**src/rtl/cpu_run_pkg.sv**
```systemverilog
// cpu_run_pkg: shared definitions for the cpu run controller.
//   state_t     - run-controller FSM encoding (3 bits)
//   TOHOST_PASS - exit code that counts as a passing run
package cpu_run_pkg;

    localparam int unsigned STATE_W = 3;

    typedef enum logic [STATE_W-1:0] {
        S_IDLE    = 3'd0,
        S_RST     = 3'd1,
        S_RUN     = 3'd2,
        S_DONE    = 3'd3,
        S_TIMEOUT = 3'd4
    } state_t;

    localparam logic [31:0] TOHOST_PASS = 32'd1;

endpackage

```
**src/rtl/sat_counter.sv**
```systemverilog
// sat_counter: up-counter with synchronous clear, enable and saturation at all-ones.
//   clk     - clock, posedge
//   reset   - synchronous active-high reset (count_o -> 0)
//   clr_i   - synchronous clear, wins over en_i
//   en_i    - count up by one when not saturated
//   count_o - current count
module sat_counter #(
    parameter int unsigned W = 8
) (
    input  logic         clk,
    input  logic         reset,
    input  logic         clr_i,
    input  logic         en_i,
    output logic [W-1:0] count_o
);

    always_ff @(posedge clk) begin
        if (reset || clr_i) begin
            count_o <= '0;
        end else if (en_i && (count_o != '1)) begin
            count_o <= count_o + W'(1);
        end
    end

endmodule

```
**src/rtl/cpu_run_ctrl.sv**
```systemverilog
// cpu_run_ctrl: run controller for one or more cpu cores. Sequences a core reset pulse,
// counts run cycles and detects completion (all cores halted, or watchdog timeout).
// Optional tohost exit-code capture is enabled by defining CPU_RUN_TOHOST_EN.
//   clk          - clock, posedge
//   reset        - synchronous active-high reset
//   start        - 1-cycle pulse, begins a run from IDLE/DONE/TIMEOUT
//   abort        - returns to IDLE from any state
//   halt_i       - per-core halt indication (level or pulse)
//   mem_we/mem_addr/mem_wdata - core store port snoop (CPU_RUN_TOHOST_EN only)
//   core_reset_o - active-high reset to the cores, low only while running
//   running/done/timed_out    - state flags
//   halted_mask  - sticky record of halts seen during the run
//   cycle_count  - run cycles elapsed, saturating
//   exit_code/pass            - tohost result (CPU_RUN_TOHOST_EN only)
module cpu_run_ctrl
    import cpu_run_pkg::*;
#(
    parameter int unsigned N_CORES        = 1,
    parameter int unsigned RST_CYCLES     = 4,
    parameter int unsigned CNT_W          = 32,
    parameter int unsigned TIMEOUT_CYCLES = 25
`ifdef CPU_RUN_TOHOST_EN
    ,
    parameter logic [31:0] TOHOST_ADDR    = 32'h0000_1000
`endif
) (
    input  logic               clk,
    input  logic               reset,
    input  logic               start,
    input  logic               abort,
    input  logic [N_CORES-1:0] halt_i,
`ifdef CPU_RUN_TOHOST_EN
    input  logic               mem_we,
    input  logic [31:0]        mem_addr,
    input  logic [31:0]        mem_wdata,
    output logic [31:0]        exit_code,
    output logic               pass,
`endif
    output logic               core_reset_o,
    output logic               running,
    output logic               done,
    output logic               timed_out,
    output logic [N_CORES-1:0] halted_mask,
    output logic [CNT_W-1:0]   cycle_count
);

    localparam int unsigned    RST_W        = $clog2(RST_CYCLES + 1);
    localparam logic [CNT_W-1:0] TIMEOUT_LAST = CNT_W'(TIMEOUT_CYCLES - 1);

    state_t           state_q;
    logic [RST_W-1:0] rst_count;
    logic             launch;
    logic             rst_done;
    logic             all_halted;
    logic             timeout_hit;
    logic             to_done;
    logic             to_timeout;

    // A new run may only be launched from a resting state; abort beats start.
    assign launch = !abort && start &&
                    ((state_q == S_IDLE) || (state_q == S_DONE) || (state_q == S_TIMEOUT));

    // Reset pulse lasts RST_CYCLES+1 edges after the start edge.
    assign rst_done    = (rst_count == RST_W'(RST_CYCLES));
    // Include this cycle's halts so completion is seen without an extra cycle.
    assign all_halted  = &(halted_mask | halt_i);
    assign timeout_hit = (TIMEOUT_CYCLES != 0) && (cycle_count == TIMEOUT_LAST);

    always_comb begin
        to_done = all_halted;
`ifdef CPU_RUN_TOHOST_EN
        to_done = all_halted || (mem_we && (mem_addr == TOHOST_ADDR));
`endif
        to_timeout = !to_done && timeout_hit;
    end

    sat_counter #(
        .W (RST_W)
    ) u_rst_cnt (
        .clk     (clk),
        .reset   (reset),
        .clr_i   (launch),
        .en_i    ((state_q == S_RST) && !abort),
        .count_o (rst_count)
    );

    sat_counter #(
        .W (CNT_W)
    ) u_cycle_cnt (
        .clk     (clk),
        .reset   (reset),
        .clr_i   (launch),
        .en_i    ((state_q == S_RUN) && !abort),
        .count_o (cycle_count)
    );

    always_ff @(posedge clk) begin
        if (reset) begin
            state_q      <= S_IDLE;
            core_reset_o <= 1'b1;
            running      <= 1'b0;
            done         <= 1'b0;
            timed_out    <= 1'b0;
            halted_mask  <= '0;
`ifdef CPU_RUN_TOHOST_EN
            exit_code    <= '0;
            pass         <= 1'b0;
`endif
        end else if (abort) begin
            // Counters and mask deliberately hold for post-mortem inspection.
            state_q      <= S_IDLE;
            core_reset_o <= 1'b1;
            running      <= 1'b0;
            done         <= 1'b0;
            timed_out    <= 1'b0;
`ifdef CPU_RUN_TOHOST_EN
            pass         <= 1'b0;
`endif
        end else begin
            unique case (state_q)
                S_IDLE, S_DONE, S_TIMEOUT: begin
                    if (start) begin
                        state_q     <= S_RST;
                        done        <= 1'b0;
                        timed_out   <= 1'b0;
                        halted_mask <= '0;
`ifdef CPU_RUN_TOHOST_EN
                        pass        <= 1'b0;
`endif
                    end
                end
                S_RST: begin
                    if (rst_done) begin
                        state_q      <= S_RUN;
                        core_reset_o <= 1'b0;
                        running      <= 1'b1;
                    end
                end
                S_RUN: begin
                    halted_mask <= halted_mask | halt_i;
                    if (to_done) begin
                        state_q      <= S_DONE;
                        core_reset_o <= 1'b1;
                        running      <= 1'b0;
                        done         <= 1'b1;
`ifdef CPU_RUN_TOHOST_EN
                        // The tohost write outranks a simultaneous halt.
                        if (mem_we && (mem_addr == TOHOST_ADDR)) begin
                            exit_code <= mem_wdata;
                            pass      <= (mem_wdata == TOHOST_PASS);
                        end else begin
                            pass      <= (exit_code == TOHOST_PASS);
                        end
`endif
                    end else if (to_timeout) begin
                        state_q      <= S_TIMEOUT;
                        core_reset_o <= 1'b1;
                        running      <= 1'b0;
                        timed_out    <= 1'b1;
                    end
                end
                default: begin
                    state_q      <= S_IDLE;
                    core_reset_o <= 1'b1;
                    running      <= 1'b0;
                    done         <= 1'b0;
                    timed_out    <= 1'b0;
                end
            endcase
        end
    end

endmodule
```
**config.mk**
```make
export PLATFORM = sky130hd
export DESIGN_NAME = cpu_run_ctrl
export DESIGN_NICKNAME = d
export VERILOG_FILES = /design/src/rtl/cpu_run_pkg.sv /design/src/rtl/sat_counter.sv /design/src/rtl/cpu_run_ctrl.sv
export SDC_FILE = /design/constraint.sdc
export NUM_CORES = 1
export LEC_CHECK = 0
export BUFFER_PORTS_ARGS = -buffer_cell sky130_fd_sc_hd__buf_2
export CORE_ASPECT_RATIO = 0.9
export CORE_UTILIZATION = 40
export DETAILED_ROUTE_END_ITERATION = 8
export PLACE_DENSITY = 0.62
export SKIP_CTS_REPAIR_TIMING = 1
export SLEW_MARGIN = 30
export SYNTH_ARGS = -nofsm -noshare
export SYNTH_HDL_FRONTEND = slang
export SYNTH_SLANG_ARGS = --single-unit
```
**constraint.sdc**
```tcl
create_clock -name clk -period 3.5 [get_ports clk]
set_input_delay 0.35 -clock clk [delete_from_list [all_inputs] [get_ports clk]]
set_output_delay 0.35 -clock clk [all_outputs]
set_load 0.02 [all_outputs]
```
==> impl_metrics.ini <==
[place]
dpl_worst_slack_ns = 1.19
gp_congestion = 0.836
portBuffers = 41
dpl.hpwl_um = 4220
post_dp_cell_area_um2 = 2600

[setup_path]
crit_required_ns = 3.73
cpPeakStageDelay_ns = 0.63
arrival_ns = 2.58
r2r_start = state_q[1]
cp-start-kind = flip-flop
path_class = flip-flop to flip-flop
critPathCaptureType = flip-flop
crit_start = state_q[1]
crit_path_top_delay_cell = nor4b_4
cp_max_fo = 10
path_cells = nor4b_4 -> nand2_4 -> or4_1 -> or3_1 -> a21oi_1

[clock_network]
cts_root_buf = clkbuf_8
clockBufferDepth = 2
clk-insertion-delay-late_ns = 0.30
cts_buffers = 5
clk_pin_slew_ns = 0.09
htreeDepth = 2
cts_tree = built
clock_sinks = 43

[logic_synthesis]
synth-seq-cells = 43
syn_inst = 290
async_flop_share_pct = 0
synth-main-ff-cell = dfxtp_1
seq_area_frac_synth_pct = 36.3
synthTopCellsByArea = dfxtp_1 36%, a21oi_1 6.5%, or3_1 5.0%
syn-num-nets = 300
synth_top_cell_area_share_pct = 36.3
synth_edf_count = 0
ys_types = 52
avgSynthCellArea_um2 = 8.17
synth_area_um2 = 2370
ys_warn_count = 0
yosysTopAreaCell = dfxtp_1

[floorplan]
start_util_pct = 41.6
rows = 26
die_area_um2 = 6240
die_h_um = 75.0
die_w_um = 83.1
core_area_um2 = 5690
io_pins = 42

[route]
viasPerCell = 5.83
num_vias = 2315
remaining_drc_errors = 0
wl_per_cell_um = 14.7
antenna_left = 0
firstDrtPassIters = 4
wl_um = 5840
drt-initial-drc-count = 63

[sta]
rsz0062_at_grt = false
whs_ns = 0.305
worst_slew_pin_slew_ns = 0.673
setup_viol = 0
finalCriticalPeriod_ns = 2.35
hold_viol = 0
slew_violations = 0
layout_setup_ws_ns = 1.15
skew_ns = 0.00494
max-slew-margin-rel_pct = 54.9
setup_tns_ns = 0
fin_crit_sh_pct = 67.0
fmax_ghz = 0.426

[global_route]
antenna_found_initial = 0
grt.total_usage_pct = 19.9
gr-total-overflow = 0
grt_pass1_vias = 2128
grt_pass1_wl_um = 10000
grt_max_degree = 34

[finish]
area_delta_synth_final_pct = 13.4
final_cell_mix = 43 x dfxtp_1, 41 x buf_2, 31 x a21oi_1
nNetsFinal = 336
layout_commonest_cell = dfxtp_1
layout-drive-gt1-share_pct = 19.9
fin_area_um2 = 2690
fillCellCount = 552
diodes = 0

[power_and_ir_drop]
p_leak_nw = 0.958
p_per_area_nw_per_um2 = 324
irDropWorstVdd_uv = 163

[hold_path]
hp-class = primary input to flip-flop
min-delay-start = reset

[run]
drv_cap = 0

[run_status]
status = complete, no violations
kinds of logic after synthesis:
kind of cell,count (synthesis),share of synthesized area [%]
and+or+nand+nor,142,35.5
AOI/OAI and AO/OA,73,19.0
DFF,43,36.3
buffers and inverters,20,3.80
adders and majority gates,5,2.64
xor gates and xnor gates,4,1.48
muxes,3,1.27
stage by stage:
step           total power [mW]  std cells  util (%)
2_1_floorplan             0.552        290         -
3_3_place_gp              0.564        389      45.7
3_5_place_dp              0.564        389      45.7
4_1_cts                   0.881        397      47.2
5_1_grt                   0.902        397      47.2
6_report                  0.870        397      47.2
area by class of cell:
type | instances | area (µm²) | area share (%)
clock buffer | 5 | 68.8 | 2.56
clock inverter | 3 | 15.0 | 0.559
inverter | 8 | 30.0 | 1.12
multi-input combinational | 227 | 1420 | 52.8
sequential | 43 | 861 | 32.0
tap | 70 | 87.6 | 3.26
timing repair buffer | 41 | 205 | 7.64
registers in the layout, summed over array words and instances (netlist names):
signal / cells
running: 1
done: 1
halted_mask: 1
timed_out: 1
u_cycle_cnt.count_o: 32
core_reset_o: 1
state_q: 3
u_rst_cnt.count_o: 3
worst max-delay path: cells and delay by family, from the launching register on:
kind,cells,cell delay [ns]
and+or+nand+nor,4,1.62
DFF,1,0.50
AOI/OAI and AO/OA,1,0.14
Yosys cell counts (2+ instances only):
library cell and instances:
nand3_1 13, o21ai_0 20, or2_2 4, nor3_1 5, or3_1 19, inv_1 8, xor2_1 3, or4_1 9
clkbuf_1 5, nor4_1 7, o31ai_1 5, nand4_1 16, o21a_1 2, and4_1 3, nor4b_1 3, o211ai_1 4
clkbuf_2 2, nand3b_1 2, dfxtp_1 43, or2b_1 2, nor2_1 20, and3_1 3, mux2i_1 3, ha_1 5
buf_2 4, a21oi_1 31, nand2_1 24
worst paths after layout:
kind	slack, ns	end	cells after the start
max	1.15	u_cycle_cnt.count_o[31]	5
min	0.31	halted_mask	2
max reg2reg	1.15	u_cycle_cnt.count_o[31]	5
min reg2reg	0.48	done	2
power by group:
group / internal (mW) / total [mW] / switching (mW)
logic: 0.0187 / 0.0557 / 0.0370
registers: 0.492 / 0.497 / 0.00470
clock network: 0.137 / 0.318 / 0.181
metal layers:
layer,track usage (%),part of all wire (%),vias to the layer above
li1,-,-,1173
met1,25.8,49,1087
met2,34.5,46,47
met3,3.29,3.9,8
met4,6.32,1.3,0
met5,0,0,-
(Power assumes the default switching activity.)
